===== src/rtl/haar_pkg.sv =====
// Shared types and constants for the Haar cascade scheduler and its watchdog.
// Stage table entries are packed as {num_weak_classifiers, start_address}.
`timescale 1ns/1ps
package haar_pkg;

   localparam int DEF_NUM_STAGES = 3;
   localparam int DEF_TIMEOUT    = 4096;

   localparam int CNT_MSB  = 31;
   localparam int CNT_LSB  = 16;
   localparam int BASE_MSB = 15;
   localparam int BASE_LSB = 0;

   typedef enum logic [2:0] {
      S_IDLE   = 3'd0,
      S_FETCH  = 3'd1,
      S_LATCH  = 3'd2,
      S_START  = 3'd3,
      S_WAIT   = 3'd4,
      S_NEXT   = 3'd5,
      S_REPORT = 3'd6
   } state_t;

   function automatic logic [15:0] entry_count(input logic [31:0] entry);
      return entry[CNT_MSB:CNT_LSB];
   endfunction

   function automatic logic [15:0] entry_base(input logic [31:0] entry);
      return entry[BASE_MSB:BASE_LSB];
   endfunction

endpackage


===== src/rtl/haar_stage_watchdog.sv =====
// Per-stage watchdog: cleared when a stage starts, counts while the evaluator
// is busy and saturates at TIMEOUT, where expired_o stays high.
`timescale 1ns/1ps
module haar_stage_watchdog
   import haar_pkg::*;
#(
   parameter int TIMEOUT = DEF_TIMEOUT,
   parameter int WD_W    = $clog2(TIMEOUT + 1)
) (
   input  logic clk_i,
   input  logic reset_i,
   input  logic clear_i,
   input  logic en_i,
   output logic expired_o
);

   logic [WD_W-1:0] cnt_q;
   logic [WD_W-1:0] cnt_d;

   assign expired_o = (cnt_q == WD_W'(TIMEOUT));

   always_comb begin
      cnt_d = cnt_q;
      if (clear_i) begin
         cnt_d = '0;
      end else if (en_i && !expired_o) begin
         cnt_d = cnt_q + WD_W'(1);
      end
   end

   always_ff @(posedge clk_i or posedge reset_i) begin
      if (reset_i) begin
         cnt_q <= '0;
      end else begin
         cnt_q <= cnt_d;
      end
   end

endmodule


===== src/rtl/haar_cascade_scheduler.sv =====
// Walks the stage table for one detection window, starts the evaluator once per
// stage, rejects on the first failing or timed-out stage and reports the result.
`timescale 1ns/1ps
module haar_cascade_scheduler
   import haar_pkg::*;
#(
   parameter int NUM_STAGES = DEF_NUM_STAGES,
   parameter int ADDR_W     = 16,
   parameter int TAG_W      = 16,
   parameter int TIMEOUT    = DEF_TIMEOUT
) (
   input  logic              clk_i,
   input  logic              reset_i,
   // Window intake: a transfer happens on a cycle where valid and ready are both
   // high at the clock edge; the same rule applies to the result port.
   input  logic              win_valid_i,
   output logic              win_ready_o,
   input  logic [TAG_W-1:0]  win_tag_i,
   output logic [ADDR_W-1:0] tbl_addr_o,
   input  logic [31:0]       tbl_data_i,
   output logic              eval_start_o,
   output logic [15:0]       eval_base_o,
   output logic [15:0]       eval_count_o,
   input  logic              eval_done_i,
   input  logic              eval_pass_i,
   output logic              res_valid_o,
   input  logic              res_ready_i,
   output logic              res_detect_o,
   output logic [TAG_W-1:0]  res_tag_o,
   output logic [7:0]        res_stages_o,
   output logic              res_timeout_o,
   output logic              busy_o,
   output state_t            state_o
);

   localparam int IDX_W = (NUM_STAGES > 1) ? $clog2(NUM_STAGES) : 1;

   state_t              state_q;
   logic [IDX_W-1:0]    stage_idx_q;
   logic [ADDR_W-1:0]   tbl_addr_q;
   logic                win_ready_q;
   logic                eval_start_q;
   logic [15:0]         eval_base_q;
   logic [15:0]         eval_count_q;
   logic                res_valid_q;
   logic                res_detect_q;
   logic [TAG_W-1:0]    res_tag_q;
   logic [7:0]          res_stages_q;
   logic                res_timeout_q;
   logic                busy_q;

   logic                wd_clear;
   logic                wd_en;
   logic                wd_expired;

   assign wd_clear = (state_q == S_START);
   assign wd_en    = (state_q == S_WAIT);

   haar_stage_watchdog #(
      .TIMEOUT (TIMEOUT)
   ) u_watchdog (
      .clk_i     (clk_i),
      .reset_i   (reset_i),
      .clear_i   (wd_clear),
      .en_i      (wd_en),
      .expired_o (wd_expired)
   );

   always_ff @(posedge clk_i or posedge reset_i) begin
      if (reset_i) begin
         state_q       <= S_IDLE;
         stage_idx_q   <= '0;
         tbl_addr_q    <= '0;
         win_ready_q   <= 1'b1;
         eval_start_q  <= 1'b0;
         eval_base_q   <= '0;
         eval_count_q  <= '0;
         res_valid_q   <= 1'b0;
         res_detect_q  <= 1'b0;
         res_tag_q     <= '0;
         res_stages_q  <= '0;
         res_timeout_q <= 1'b0;
         busy_q        <= 1'b0;
      end else begin
         eval_start_q <= 1'b0;
         case (state_q)
            S_IDLE: begin
               if (win_valid_i && win_ready_q) begin
                  res_tag_q     <= win_tag_i;
                  stage_idx_q   <= '0;
                  tbl_addr_q    <= '0;
                  res_stages_q  <= '0;
                  res_timeout_q <= 1'b0;
                  res_detect_q  <= 1'b0;
                  win_ready_q   <= 1'b0;
                  busy_q        <= 1'b1;
                  state_q       <= S_FETCH;
               end
            end

            // Address was presented on entry; ROM data appears next cycle.
            S_FETCH: state_q <= S_LATCH;

            S_LATCH: begin
               eval_count_q <= entry_count(tbl_data_i);
               eval_base_q  <= entry_base(tbl_data_i);
               if (entry_count(tbl_data_i) == 16'd0) begin
                  state_q <= S_NEXT;
               end else begin
                  eval_start_q <= 1'b1;
                  state_q      <= S_START;
               end
            end

            S_START: state_q <= S_WAIT;

            // A done pulse in the expiry cycle still counts as a real result.
            S_WAIT: begin
               if (eval_done_i) begin
                  if (eval_pass_i) begin
                     state_q <= S_NEXT;
                  end else begin
                     res_detect_q <= 1'b0;
                     res_valid_q  <= 1'b1;
                     state_q      <= S_REPORT;
                  end
               end else if (wd_expired) begin
                  res_detect_q  <= 1'b0;
                  res_timeout_q <= 1'b1;
                  res_valid_q   <= 1'b1;
                  state_q       <= S_REPORT;
               end
            end

            S_NEXT: begin
               if (res_stages_q != 8'hFF) begin
                  res_stages_q <= res_stages_q + 8'd1;
               end
               if (stage_idx_q == IDX_W'(NUM_STAGES - 1)) begin
                  res_detect_q <= 1'b1;
                  res_valid_q  <= 1'b1;
                  state_q      <= S_REPORT;
               end else begin
                  stage_idx_q <= stage_idx_q + IDX_W'(1);
                  tbl_addr_q  <= tbl_addr_q + ADDR_W'(1);
                  state_q     <= S_FETCH;
               end
            end

            S_REPORT: begin
               if (res_ready_i) begin
                  res_valid_q <= 1'b0;
                  win_ready_q <= 1'b1;
                  busy_q      <= 1'b0;
                  state_q     <= S_IDLE;
               end
            end

            default: begin
               res_valid_q <= 1'b0;
               win_ready_q <= 1'b1;
               busy_q      <= 1'b0;
               state_q     <= S_IDLE;
            end
         endcase
      end
   end

   assign win_ready_o   = win_ready_q;
   assign tbl_addr_o    = tbl_addr_q;
   assign eval_start_o  = eval_start_q;
   assign eval_base_o   = eval_base_q;
   assign eval_count_o  = eval_count_q;
   assign res_valid_o   = res_valid_q;
   assign res_detect_o  = res_detect_q;
   assign res_tag_o     = res_tag_q;
   assign res_stages_o  = res_stages_q;
   assign res_timeout_o = res_timeout_q;
   assign busy_o        = busy_q;
   assign state_o       = state_q;

endmodule


===== config.mk =====
export PLATFORM = sky130hd
export DESIGN_NAME = haar_cascade_scheduler
export DESIGN_NICKNAME = d
export VERILOG_FILES = /design/src/rtl/haar_pkg.sv /design/src/rtl/haar_stage_watchdog.sv /design/src/rtl/haar_cascade_scheduler.sv
export SDC_FILE = /design/constraint.sdc
export NUM_CORES = 1
export LEC_CHECK = 0
export BUFFER_PORTS_ARGS = -buffer_cell sky130_fd_sc_hd__buf_4
export CAP_MARGIN = 40
export CORE_MARGIN = 5
export CORE_UTILIZATION = 55
export DETAILED_ROUTE_END_ITERATION = 7
export GPL_ROUTABILITY_DRIVEN = 0
export PLACE_DENSITY = 0.85
export SLEW_MARGIN = 20
export SYNTH_ARGS = -nofsm -noshare
export SYNTH_HDL_FRONTEND = slang
export SYNTH_SLANG_ARGS = --single-unit

===== constraint.sdc =====
create_clock -name clk_i -period 5.3 [get_ports clk_i]
set_input_delay 1.06 -clock clk_i [delete_from_list [all_inputs] [get_ports clk_i]]
set_output_delay 1.06 -clock clk_i [all_outputs]
set_load 0.005 [all_outputs]

==> impl_metrics.ini <==
[run_status]
status = completed

[pwr]
combPwrFrac_pct = 36.3
switching_share_pct = 33.1
pwr-share-clk_pct = 18.4
netSwitchingPower_uw = 867
power.density_mw_per_mm2 = 455
power_frac_seq_pct = 45.3
p_leak_uw = 0.00279
intPower_uw = 1750
irDropWorstVdd_v = 0.000335
total_power_uw = 2620

[cts]
cts_hold_buffers = 0
cts-root-buf = clkbuf_8
cts_resized = 0
clock-sinks = 96
postCtsSetupRepairBufs = 0
worstSkewPairLatency_ns = 0.35
clkTransAtPathRegs_ns = 0.09
cts_buffers = 9
cts_tree = yes
clock_path_buffers = 2
htreeDepth = 3

[route]
drc_errors = 0
routed_wl_um = 10900
drt_iter0_drc = 107
ant_nets = 0
routed_via_density = 5.71
wl_per_cell_um = 16.5
firstDrtPassIters = 4
num_vias = 3793

[critical_path]
crit_buf_inv = 1
endpoint_kind = output port
cp_max_fo = 22
critical_path.slowest_cell = dfrtp_1
arrival_ns = 1.42
slowest_delay_ns = 0.83
required_ns = 4.24
path_delay_family = flip-flops
r2r_slack_ns = 3.01
worstPathCellList = buf_4
cp-start-kind = flop
crit_type = flop to output port

[yosys]
yosys.cell_types.count = 55
synth_cells = 422
synthArstFlopShare_pct = 100
synth_edf_count = 0
seq_area_frac_synth_pct = 54.1
synth_top_area_share_pct = 53.5
synth-seq-cells = 96
synth_ff_type = dfrtp_1
synth_top_area_cell = dfrtp_1
avgSynthCellArea_um2 = 10.5
synth_area_mm2 = 0.00444
ys_top_cells_by_area = dfrtp_1, nand2_1, mux2_1
syn-num-nets = 481
yosys_warnings = 0

[grt]
track_usage_pct = 22.3
grt_pass1_wl_um = 18100
grt_max_degree = 53
antenna_found_initial = 0
grt_pass1_vias = 3811
grt_overflow = 0

[sta]
slew_viol_final = 0
fin_ws_ns = 2.82
finalCriticalPeriod_ns = 2.48
max_slew.worst_pin.slew_ns = 0.801
relSlewSlack_pct = 46.3
finalSetupViolations = 0
fmax_mhz = 404
fin_skew_ns = 0.0107
post-route-period-util_pct = 46.7
finalSetupTns_ns = 0
finalHoldViolations = 0
rsz0062_at_grt = no

[floorplan]
io_pins = 135
fp-row-count = 32
die_w_um = 99.9
initial_core_util_pct = 56.9
design.die.area_mm2 = 0.00998
coreArea_mm2 = 0.00781
die_h_um = 99.9

[layout]
antennaDiodeCount = 0
seq_area_mm2 = 0.00240
synthToLayoutAreaGrowth_pct = 29.5
finalNetCount = 617
stdcell_area_mm2 = 0.00575
multiInputGateArea_mm2 = 0.00194
num-fill-cells = 566
final_layout_size_suffix_gt1_share_pct = 30.8

[min_path]
hold_class = flop to flop

[placed_design]
pre_cts_ws_ns = 2.78
placed_area_mm2 = 0.00554
dp_hpwl_um = 7920
port-buffer-count = 134

[run]
maxCapViolations = 0
-- power groups by stage --
stage               Clock (µW)  Sequential [µW]  Combinational, µW
floorplan                    0             1150                478
global placement             0             1180                928
detailed placement           0             1200                963
CTS                        487             1190                966
global route               523             1220               1060
finish                     481             1180                950
-- state kept, by name, indices dropped and copies added (netlist names), 2 cells and up --
signal and cells:
res_stages_o 8, res_tag_o 16, state_o 3, stage_idx_q 2
tbl_addr_o 16, u_watchdog.cnt_q 13, eval_count_o 16, eval_base_o 16
-- kinds of logic after synthesis --
group / synth area share [%]
AND/OR/NAND/NOR: 21.8
flip-flops: 54.1
AO/OA/AOI/OAI: 10.0
multiplexers: 8.36
buffers and inverters: 2.34
XOR/XNOR: 1.97
adder cells (fa/ha/maj): 1.41
-- per-layer routing --
| layer | routed length, µm | vias up | global-route usage, % |
|---|---|---|---|
| li1 | - | 1791 | - |
| met1 | 4390 | 1868 | 28.3 |
| met2 | 5570 | 123 | 37.6 |
| met3 | 805 | 11 | 6.05 |
| met4 | 172 | 0 | 6.41 |
| met5 | 0 | - | 0 |
-- path summary, 6_finish.rpt --
check                                   end  cells after the start         start
setup / recovery                 state_o[0]                      1    state_o[0]
hold / removal                 res_tag_o[6]                      2  res_tag_o[6]
setup reg to reg             tbl_addr_o[15]                      4    state_o[0]
hold reg to reg                res_tag_o[6]                      2  res_tag_o[6]
max in group asynchronous     tbl_addr_o[5]                      4       reset_i
min in group asynchronous  eval_count_o[15]                      2       reset_i
-- cell usage in the layout, fill, tap and decap left out, drive strengths merged, types with 2 or more instances in the layout --
cell,count
a211oi,3
a21o,5
a21oi,19
a22o,3
a311oi,2
and3,5
and3b,3
and4,4
and4b,2
and4bb,2
buf,139
clkbuf,11
clkinvlp,2
dfrtp,95
ha,5
inv,8
mux2,33
nand2,77
nand2b,3
nand3,14
nand3b,2
nand4,9
nor2,27
nor3,8
nor4,8
nor4b,2
o211ai,5
o21ai,22
o31ai,5
or3,6
or4,6
xnor2,4
xor2,6
-- stage by stage --
stage	cells	hold slack (ns)	util, %
floorplan	422	0.454	-
global placement	647	0.461	70.8
detailed placement	648	0.469	70.9
CTS	663	0.490	73.4
global route	664	0.514	73.7
finish	664	0.488	73.7
-- synthesized netlist by cell type, drive strengths merged, types with 2 or more instances --
cell type,n
clkbuf,4
nand4,9
ha,5
nand2b,3
nor4,8
and4bb,2
nand3,14
o21ai,22
inv,8
o31ai,5
dfrtp,95
nand3b,2
nor3,8
o211ai,5
and4,4
nor2,27
a21o,5
a311oi,2
a22o,3
and3b,3
nand2,77
a211oi,3
buf,10
xor2,6
mux2,33
or3,6
xnor2,4
and3,5
a21oi,19
and4b,2
nor4b,2
or4,6
-- area by class of cell --
type	count	area share, %
clock inverter	4	0.935
clock buffer	11	2.46
inverter	8	0.544
tap	102	2.22
multi-input combinational	304	33.7
timing repair buffer	139	18.4
sequential	96	41.8
No activity file was read; power rests on OpenSTA's default activity.
